**src/rtl/div_16.sv**
```systemverilog
// Restoring unsigned 16/16 divider producing one quotient bit per clock.
// A zero divisor bypasses the iteration and reports quotient 16'hFFFF and remainder = dividend.
module div_16 (
  input  logic        clk,
  input  logic        rst_n,
  input  logic        start,
  input  logic [15:0] dividend,
  input  logic [15:0] divisor,
  output logic        busy,
  output logic        done,
  output logic [15:0] quotient,
  output logic [15:0] remainder,
  output logic        div_zero
);

  localparam logic [1:0] IDLE = 2'd0;
  localparam logic [1:0] RUN  = 2'd1;
  localparam logic [1:0] ZDIV = 2'd2;
  localparam logic [1:0] DONE = 2'd3;

  logic [1:0]  state;
  logic [3:0]  cnt;
  logic [15:0] dvd_reg;
  logic [15:0] dvs_reg;
  logic [15:0] rem_reg;

  logic [16:0] shifted;
  logic [16:0] trial;
  logic        q_bit;
  logic [15:0] rem_next;
  logic [15:0] dvd_next;

  // The shifted remainder needs 17 bits so that divisors above 16'h8000 still divide correctly.
  always_comb begin
    shifted  = {rem_reg, dvd_reg[15]};
    trial    = shifted - {1'b0, dvs_reg};
    q_bit    = ~trial[16];
    rem_next = q_bit ? trial[15:0] : shifted[15:0];
    dvd_next = {dvd_reg[14:0], q_bit};
  end

  always_ff @(posedge clk) begin
    if (!rst_n) begin
      state     <= IDLE;
      cnt       <= 4'd0;
      dvd_reg   <= 16'h0000;
      dvs_reg   <= 16'h0000;
      rem_reg   <= 16'h0000;
      quotient  <= 16'h0000;
      remainder <= 16'h0000;
      div_zero  <= 1'b0;
    end else begin
      case (state)
        IDLE: begin
          if (start) begin
            dvd_reg <= dividend;
            if (divisor == 16'h0000) begin
              state <= ZDIV;
            end else begin
              state    <= RUN;
              dvs_reg  <= divisor;
              rem_reg  <= 16'h0000;
              cnt      <= 4'd0;
              div_zero <= 1'b0;
            end
          end
        end
        ZDIV: begin
          state     <= DONE;
          quotient  <= 16'hFFFF;
          remainder <= dvd_reg;
          div_zero  <= 1'b1;
        end
        RUN: begin
          rem_reg <= rem_next;
          dvd_reg <= dvd_next;
          cnt     <= cnt + 4'd1;
          // Results become visible only on the final iteration, so RUN values never leak out.
          if (cnt == 4'd15) begin
            state     <= DONE;
            quotient  <= dvd_next;
            remainder <= rem_next;
          end
        end
        DONE: begin
          state <= IDLE;
        end
        default: begin
          state <= IDLE;
        end
      endcase
    end
  end

  assign busy = (state != IDLE);
  assign done = (state == DONE);

endmodule

```
**config.mk**
```make
export PLATFORM = sky130hd
export DESIGN_NAME = div_16
export DESIGN_NICKNAME = d
export VERILOG_FILES = /design/src/rtl/div_16.sv
export SDC_FILE = /design/constraint.sdc
export NUM_CORES = 1
export LEC_CHECK = 0
export ABC_CLOCK_PERIOD_IN_PS = 5000
export CAP_MARGIN = 20
export CORE_ASPECT_RATIO = 1.1
export CORE_MARGIN = 3
export CORE_UTILIZATION = 58
export CTS_BUF_LIST = sky130_fd_sc_hd__clkbuf_8 sky130_fd_sc_hd__clkbuf_16
export DETAILED_ROUTE_END_ITERATION = 12
export GPL_TIMING_DRIVEN = 0
export PLACE_DENSITY = 0.85
export RECOVER_POWER = 50
export SLEW_MARGIN = 20
export SYNTH_ARGS = -nofsm -noshare
export SYNTH_HDL_FRONTEND = slang
export SYNTH_SLANG_ARGS = --single-unit
export TNS_END_PERCENT = 100
```
**constraint.sdc**
```tcl
create_clock -name clk -period 5 [get_ports clk]
set_input_delay 1.5 -clock clk [delete_from_list [all_inputs] [get_ports clk]]
set_output_delay 1.5 -clock clk [all_outputs]
set_load 0.01 [all_outputs]
```
==> summary.md, run 1 <==
| Metric | Value |
|---|---|
| CTS tree | done |
| Share of the synthesized area in the top cell type | about two fifths |
| Crit path DAT | roughly 4.1 ns |
| RSZ-0062 raised after global routing | false |
| CP Class | in2reg |
| Die area | 0.00895 mm2 |
| Port Buffer Count | 68 |
| Most frequent cell after synthesis | dfxtp_1 |
| Critical path capture point type | flop |
| Clock sink total | 87 |
| Fin crit share | between 70% and 80% |
| Rows | 33 |
| Async set-reset flop share out of synthesis | 0% |
| HP Class | reg2reg |
| Max frequency | ~260 MHz |
| YS warnings | 0 |
| Finished Layout Cells | 723 |
| DR WL/cell | 17.8 um |
| Outcome | completed |
| Clock Root Buffer | clkbuf_8 |
| Hold Path End | dvs_reg[13] |
| Final Hold Fails | 0 |
| Initial antenna violation count | 0 |
| Worst-path clk slew | 0.08 ns |
| GRT Util Overall | a little under 30% |
| Starting density of the core | about three fifths |
| Area leader, netlist | dfxtp_1 |
| Relative slew slack | roughly 40% |
| H-tree Lvls | 3 |
| FF-to-FF path depth | 10 |
| Layout Nets | ~670 |
| Fin area | 0.00556 mm2 |
| Max-cap violations | 0 |
| Final Max Slew Viols | 0 |
| Worst Tran Pin Value | approximately 0.9 ns |
| Post-Route WL | 12.9 mm |
| Worst Skew | roughly 0.013 ns |
| Total CTS buffers | 9 |
| Diode count | 0 |
| Via density | between 6 and 7 |
| Avg Inst Size Synth | 8.51 um2 |
| Top cells by area, synth | dfxtp_1 (38%), a21oi_1 (6.6%), ha_1 (5.8%) |
| Leakage Power | 2.19 nW |
| # hold bufs at CTS | 0 |
| Hold Crit Depth | 2 |
| Top Ports | 70 |
| Die extent in x | 90.5 um |
| Post-CTS sizing | 0 |
| Post-route DRC | 0 |
| Layout area overhead | 22.1% |
| First-iteration detailed-routing DRC count | 389 |
| Vias post-DR | 4399 |
| Net count after synthesis | 592 |
| Fin Setup TNS | 0 ns |
| R2r startpoint | dvd_reg[15] |
| Number of global-route vias before repair | roughly 4.4k |
| Cell count after placement | between 700 and 800 |
| Clock period minus worst slack | approximately 3.9 ns |
| R2R Setup Slk | ~1.8 ns |
| Peak supply drop | about 0.33 mV |
| GRT overflow | 0 |
| Critical Path Source Type | input port |
| Post-synth EDFFs | 0 |
| Top cells by count, synth | dfxtp_1 (87), nand2_1 (64), a21oi_1 (60), nor2_1 (36), o21ai_0 (30) |
| RD Place Congestion | 0.871 |
| Synthesized area | 0.00455 mm2 |
| Post-synthesis sequential area ratio | 38.3% |
| Hold Startpoint | dvs_reg[13] |
| Deepest clock path buffer count | 2 |
| Post-CTS Setup Inserts | 0 |
| Synth unique cells | 53 |
| Mapped Cells | ~540 |
| Core box area | roughly 0.0076 mm2 |
| CP max FO | 10 |
| Worst Path Required | around 5.3 ns |
| Dpl cell area | 0.00536 mm2 |
| Power density over cell area | between 500 and 600 mW/mm2 |
| Largest net degree at the start of global routing | 16 |
| Die Y | 98.9 um |
| Predominant post-synthesis flop cell | dfxtp_1 |
| First-pass GRT wire length | approximately 21 mm |
| Reg2Reg Capture Point | remainder[11] |
| Synthesized flop and latch total | slightly below 90 |
| Final setup violation count | 0 |
| Worst-Skew Late Latency | between 0.3 and 0.4 ns |
| Routed Antenna Nets | 0 |
| DP HPWL | between 9 and 10 mm |
| Layout cell share with drive strength beyond 1 | roughly 7.4% |
| DR pass1 iterations | 5 |
-- report_power, final --
part	leakage (nW)	switching, mW	total, mW	internal [mW]
logic	1.39	0.907	1.54	0.631
registers	0.710	0.125	0.967	0.842
clock network	0.0932	0.261	0.493	0.231
total	2.19	1.29	3.00	1.71
-- placed cells by master (no fill, tap or decap), types with 17 or more instances in the layout --
master           count
o21ai_0             31
mux2i_1             25
dfxtp_1             87
a211oi_1            18
dlygate4sd3_1       36
o221a_2             17
nand2_1             64
nor2_1              36
clkdlybuf4s50_1     32
clkbuf_1            26
ha_1                21
a21oi_1             60
inv_1               29
-- through the flow --
step           setup WS [ns]  hold WS (ns)  total power [mW]  util [%]
2_1_floorplan           1.98         0.436              2.01         -
3_3_place_gp            1.03         0.446              2.46      71.0
3_5_place_dp           0.969         0.450              2.50      71.0
4_1_cts                 1.32         0.460              3.00      73.5
5_1_grt                0.907         0.481              3.17      73.5
6_report                1.14         0.461              3.00      73.5
-- layout make-up --
| cell class | count | area [um2] |
|---|---|---|
| sequential | 87 | 1740 |
| multi-input combinational | 388 | 2570 |
| timing repair buffer | 68 | 681 |
| clock inverter | 6 | 70.1 |
| inverter | 29 | 109 |
| tap | 105 | 131 |
| clock buffer | 9 | 124 |
| buffer | 31 | 134 |
| fill | 578 | 2000 |
-- cells by family after synthesis --
family / count (synthesis) / share of synthesized area (%)
AOI/OAI and AO/OA: 170 / 25.9
and+or+nand+nor: 157 / 16.0
DFF: 87 / 38.3
buffers and inverters: 60 / 5.33
muxes: 26 / 5.80
adders and majority gates: 22 / 6.21
xor gates and xnor gates: 13 / 2.50
-- per-layer routing --
metal | GRT usage, % | share of wire, % | vias up
met2 | 50.9 | 50 | 189
met4 | 21.0 | 6.1 | 0
met1 | 33.3 | 39 | 2066
met3 | 3.36 | 5.0 | 54
li1 | - | - | 2090
met5 | 0 | 0 | -
-- worst max-delay path, stage by stage --
cell           delay [ns]
dlygate4sd3_1        0.55
nor4_1               0.41
nand4_1              0.25
nor2_1               0.27
nor2_1               0.19
nor2_1               0.38
clkbuf_1             0.40
nand2_1              0.09
o21ai_0              0.09
-- worst max path at each step --
stage             endpoint        start  depth (start not counted)
4_1_cts         rem_reg[8]  divisor[11]                          9
2_1_floorplan  rem_reg[10]   divisor[2]                          8
5_1_grt        rem_reg[13]  divisor[11]                          9
3_5_place_dp    rem_reg[8]  divisor[11]                          9
3_3_place_gp   rem_reg[11]  divisor[11]                          9
6_report        rem_reg[8]  divisor[11]                          9
Note: power is estimated with default switching activity, not from simulation.
==> inputs of run 2 (changes only) <==
--- a/config.mk
+++ b/config.mk
@@ -5,15 +5,15 @@
 export SDC_FILE = /design/constraint.sdc
 export NUM_CORES = 1
 export LEC_CHECK = 0
-export ABC_CLOCK_PERIOD_IN_PS = 5000
+export ABC_CLOCK_PERIOD_IN_PS = 3700
 export CAP_MARGIN = 20
 export CORE_ASPECT_RATIO = 1.1
 export CORE_MARGIN = 3
-export CORE_UTILIZATION = 58
+export CORE_UTILIZATION = 54
 export CTS_BUF_LIST = sky130_fd_sc_hd__clkbuf_8 sky130_fd_sc_hd__clkbuf_16
 export DETAILED_ROUTE_END_ITERATION = 12
 export GPL_TIMING_DRIVEN = 0
-export PLACE_DENSITY = 0.85
+export PLACE_DENSITY = 0.8
 export RECOVER_POWER = 50
 export SLEW_MARGIN = 20
 export SYNTH_ARGS = -nofsm -noshare
==> constraint.sdc (replaced) <==
create_clock -name clk -period 3.7 [get_ports clk]
set_input_delay 1.11 -clock clk [delete_from_list [all_inputs] [get_ports clk]]
set_output_delay 1.11 -clock clk [all_outputs]
set_load 0.01 [all_outputs]
==> summary.md, run 2 (synthesis results as in run 1) <==
| Metric | Value |
|---|---|
| Outcome | completed |
| Final setup violation count | 0 (unchanged) |
| Buf+Inv Stages, Crit Path | 2 (unchanged) |
| H-tree Lvls | 3 (unchanged) |
| Slowest Stage Delay on Critical Path | 0.42 ns (-0.13 ns) |
| RD Place Congestion | 0.866 (-0.62%) |
| Worst Path Required | 3.99 ns (-1.29 ns) |
| Fin Setup TNS | 0 ns (unchanged) |
| Rows | 34 (+3.0%) |
| Post-route DRC | 0 (unchanged) |
| Worst-path clk slew | 0.09 ns (about the same) |
| Fin crit share | around nine tenths |
| Power density over cell area | 739 mW/mm2 (+37%) |
| Peak supply drop | 0.373 mV (+15%) |
| Critical path capture point type | flop |
| CP max FO | 10 (unchanged) |
| Diode count | 0 (unchanged) |
| Max-cap violations | 0 (unchanged) |
| Via density | 5.86 (-3.7%) |
| Switch share | 41.8% (-1.4 points) |
| DP HPWL | 9.93 mm (+1.8%) |
| Worst Tran Pin Value | 0.919 ns (+0.0176 ns) |
| Hold Crit Depth | 2 (unchanged) |
| Post-CTS Setup Inserts | 0 (unchanged) |
| Leakage Power | 2.22 nW (+1.3%) |
| Die area | 0.00957 mm2 (+6.9%) |
| Core box area | 0.00804 mm2 (+6.4%) |
| FILL cells | 646 (+12%) |
| Post-Route WL | 13.0 mm (+0.58%) |
| CTS tree | done |
| DR pass1 iterations | 5 (unchanged) |
| Largest net degree at the start of global routing | 15 (-1) |
| Initial antenna violation count | 0 (unchanged) |
| Cell count along the critical path | 9 (unchanged) |
| Final Hold Fails | 0 (unchanged) |
| Die Y | 102 um (+3.4%) |
| Layout cell share with drive strength beyond 1 | 7.43% (-0.012 points) |
| Internal power | 2.41 mW (+41%) |
| CP Cell Sequence | clkdlybuf4s50_1 > nor4_1 > nand4_1 > nor2_1 > nor2_1 > nor2_1 > clkbuf_1 > nand2_1 > o21ai_0 |
| Worst-Skew Late Latency | 0.36 ns (about the same) |
| Combinational share of power | 50.1% (-1.2 points) |
| FF-to-FF path depth | 10 (unchanged) |
| Total CTS buffers | 9 (unchanged) |
| GRT Util Overall | 27.8% (-1.4 points) |
| Worst path slowest cell | clkdlybuf4s50_1 |
| RSZ-0062 raised after global routing | false |
| Top Ports | 70 (unchanged) |
| Clock period minus worst slack | roughly 3.4 ns |
| Reg power frac | 31.5% (-0.8 points) |
| Worst Skew | 0.00818 ns (-0.00441 ns) |
| Critical Path Source Type | input port |
| # hold bufs at CTS | 0 (unchanged) |
| Routed Antenna Nets | 0 (unchanged) |
| Clock Root Buffer | clkbuf_8 |
| Clock sink total | 87 (unchanged) |
| Max frequency | 296 MHz |
| Top delay family on crit path | simple AND/OR/NAND/NOR gates |
| Commonest non-fill, non-tap cell in the layout | dfxtp_1 |
| Clock power frac | 18.4% (+2.0 points) |
| Layout Nets | 671 (unchanged) |
| Crit path DAT | 3.67 ns (-0.47 ns) |
| HP Class | reg2reg |
| Register area | 0.00174 mm2 (unchanged) |
| Starting density of the core | 56.6% (-3.6 points) |
| Number of global-route vias before repair | 4284 (-2.4%) |
| Post-CTS sizing | 0 (unchanged) |
| Port Buffer Count | 68 (unchanged) |
| DR WL/cell | 17.8 um (about the same) |
| First-iteration detailed-routing DRC count | 245 (-37%) |
| First-pass GRT wire length | 20.5 mm (-1.6%) |
| Switching pwr | 1.73 mW (+33%) |
| Vias post-DR | 4259 (-3.2%) |
| Deepest clock path buffer count | 2 (unchanged) |
| Layout area overhead | 23.0% |
| Final Max Slew Viols | 0 (unchanged) |
| Multi-input gate area | 0.00257 mm2 (unchanged) |
| Total power draw | 4.14 mW (+38%) |
| GRT overflow | 0 (unchanged) |
| Most Frequent Cell on Critical Path | nor2_1 |
| Relative slew slack | 38.1% (-1.2 points) |
| Commonest cells after routing, fill and taps aside | dfxtp_1 (87), nand2_1 (64), a21oi_1 (60), nor2_1 (36), dlygate4sd3_1 (35) |
| Die extent in x | 93.5 um (+3.4%) |
| CP Class | in2reg |
run 2: layout make-up:
cell class | instances | area share (%)
well taps | 108 | 2.41
multi-input cells | 388 | 45.8
clock buffers | 11 | 2.70
flip-flops and latches | 87 | 31.1
clock inverters | 5 | 1.45
inverters | 29 | 1.94
repair buffers | 68 | 12.2
plain buffers | 31 | 2.39
run 2: metal layers:
layer,share of wire [%],global-route usage (%),vias up
li1,-,-,2090
met5,0,0,-
met2,51,49.6,133
met1,40,31.8,2000
met4,4.1,14.9,0
met3,4.9,4.57,36
run 2: worst paths after layout:
path	startpoint	to	slack, ns
worst max register to register	dvd_reg[15]	remainder[12]	0.47
worst max-delay path	divisor[11]	rem_reg[10]	0.32
worst min register to register	dvs_reg[15]	dvs_reg[15]	0.46
worst min-delay path	dvs_reg[15]	dvs_reg[15]	0.46
run 2: power by group through the flow:
stage	logic (mW)	registers, mW	clock network (mW)
final	2.07	1.30	0.761
after global routing	2.26	1.33	0.810
after CTS	2.09	1.30	0.764
after detailed placement	2.06	1.32	0
after global placement	2.01	1.32	0
after floorplan	1.42	1.31	0
run 2: stage by stage:
| step | setup slack, ns | util, % | hold WS (ns) | std cells | area (um2) |
|---|---|---|---|---|---|
| final | 0.324 | 69.6 | 0.459 | 727 | 5600 |
| after floorplan | 1.07 | - | 0.436 | 535 | 4550 |
| after global routing | 0.0822 | 69.6 | 0.478 | 727 | 5600 |
| after detailed placement | 0.000786 | 66.7 | 0.448 | 711 | 5370 |
| after CTS | 0.365 | 69.6 | 0.461 | 727 | 5600 |
| after global placement | 0.0967 | 66.7 | 0.448 | 711 | 5370 |
run 2: worst reg2reg max path, stage by stage, from the launching register on:
cell and delay [ns]:
dfxtp_1 0.37, inv_1 0.08, ha_1 0.22, fa_1 0.40, nand2b_1 0.19, a21o_1 0.23, a21o_1 0.23, a311oi_4 0.56
nand2_4 0.25, mux2i_1 0.25, a221oi_1 0.35
==> inputs of run 3 (changes only) <==
--- a/config.mk
+++ b/config.mk
@@ -5,6 +5,7 @@
 export SDC_FILE = /design/constraint.sdc
 export NUM_CORES = 1
 export LEC_CHECK = 0
+export ABC_AREA = 0
 export ABC_CLOCK_PERIOD_IN_PS = 3700
 export CAP_MARGIN = 20
 export CORE_ASPECT_RATIO = 1.1
@@ -15,6 +16,7 @@
 export GPL_TIMING_DRIVEN = 0
 export PLACE_DENSITY = 0.8
 export RECOVER_POWER = 50
+export SKIP_LAST_GASP = 1
 export SLEW_MARGIN = 20
 export SYNTH_ARGS = -nofsm -noshare
 export SYNTH_HDL_FRONTEND = slang
==> results of run 3 <==
The final DEF is identical to that of run 2; final timing and power are the same.
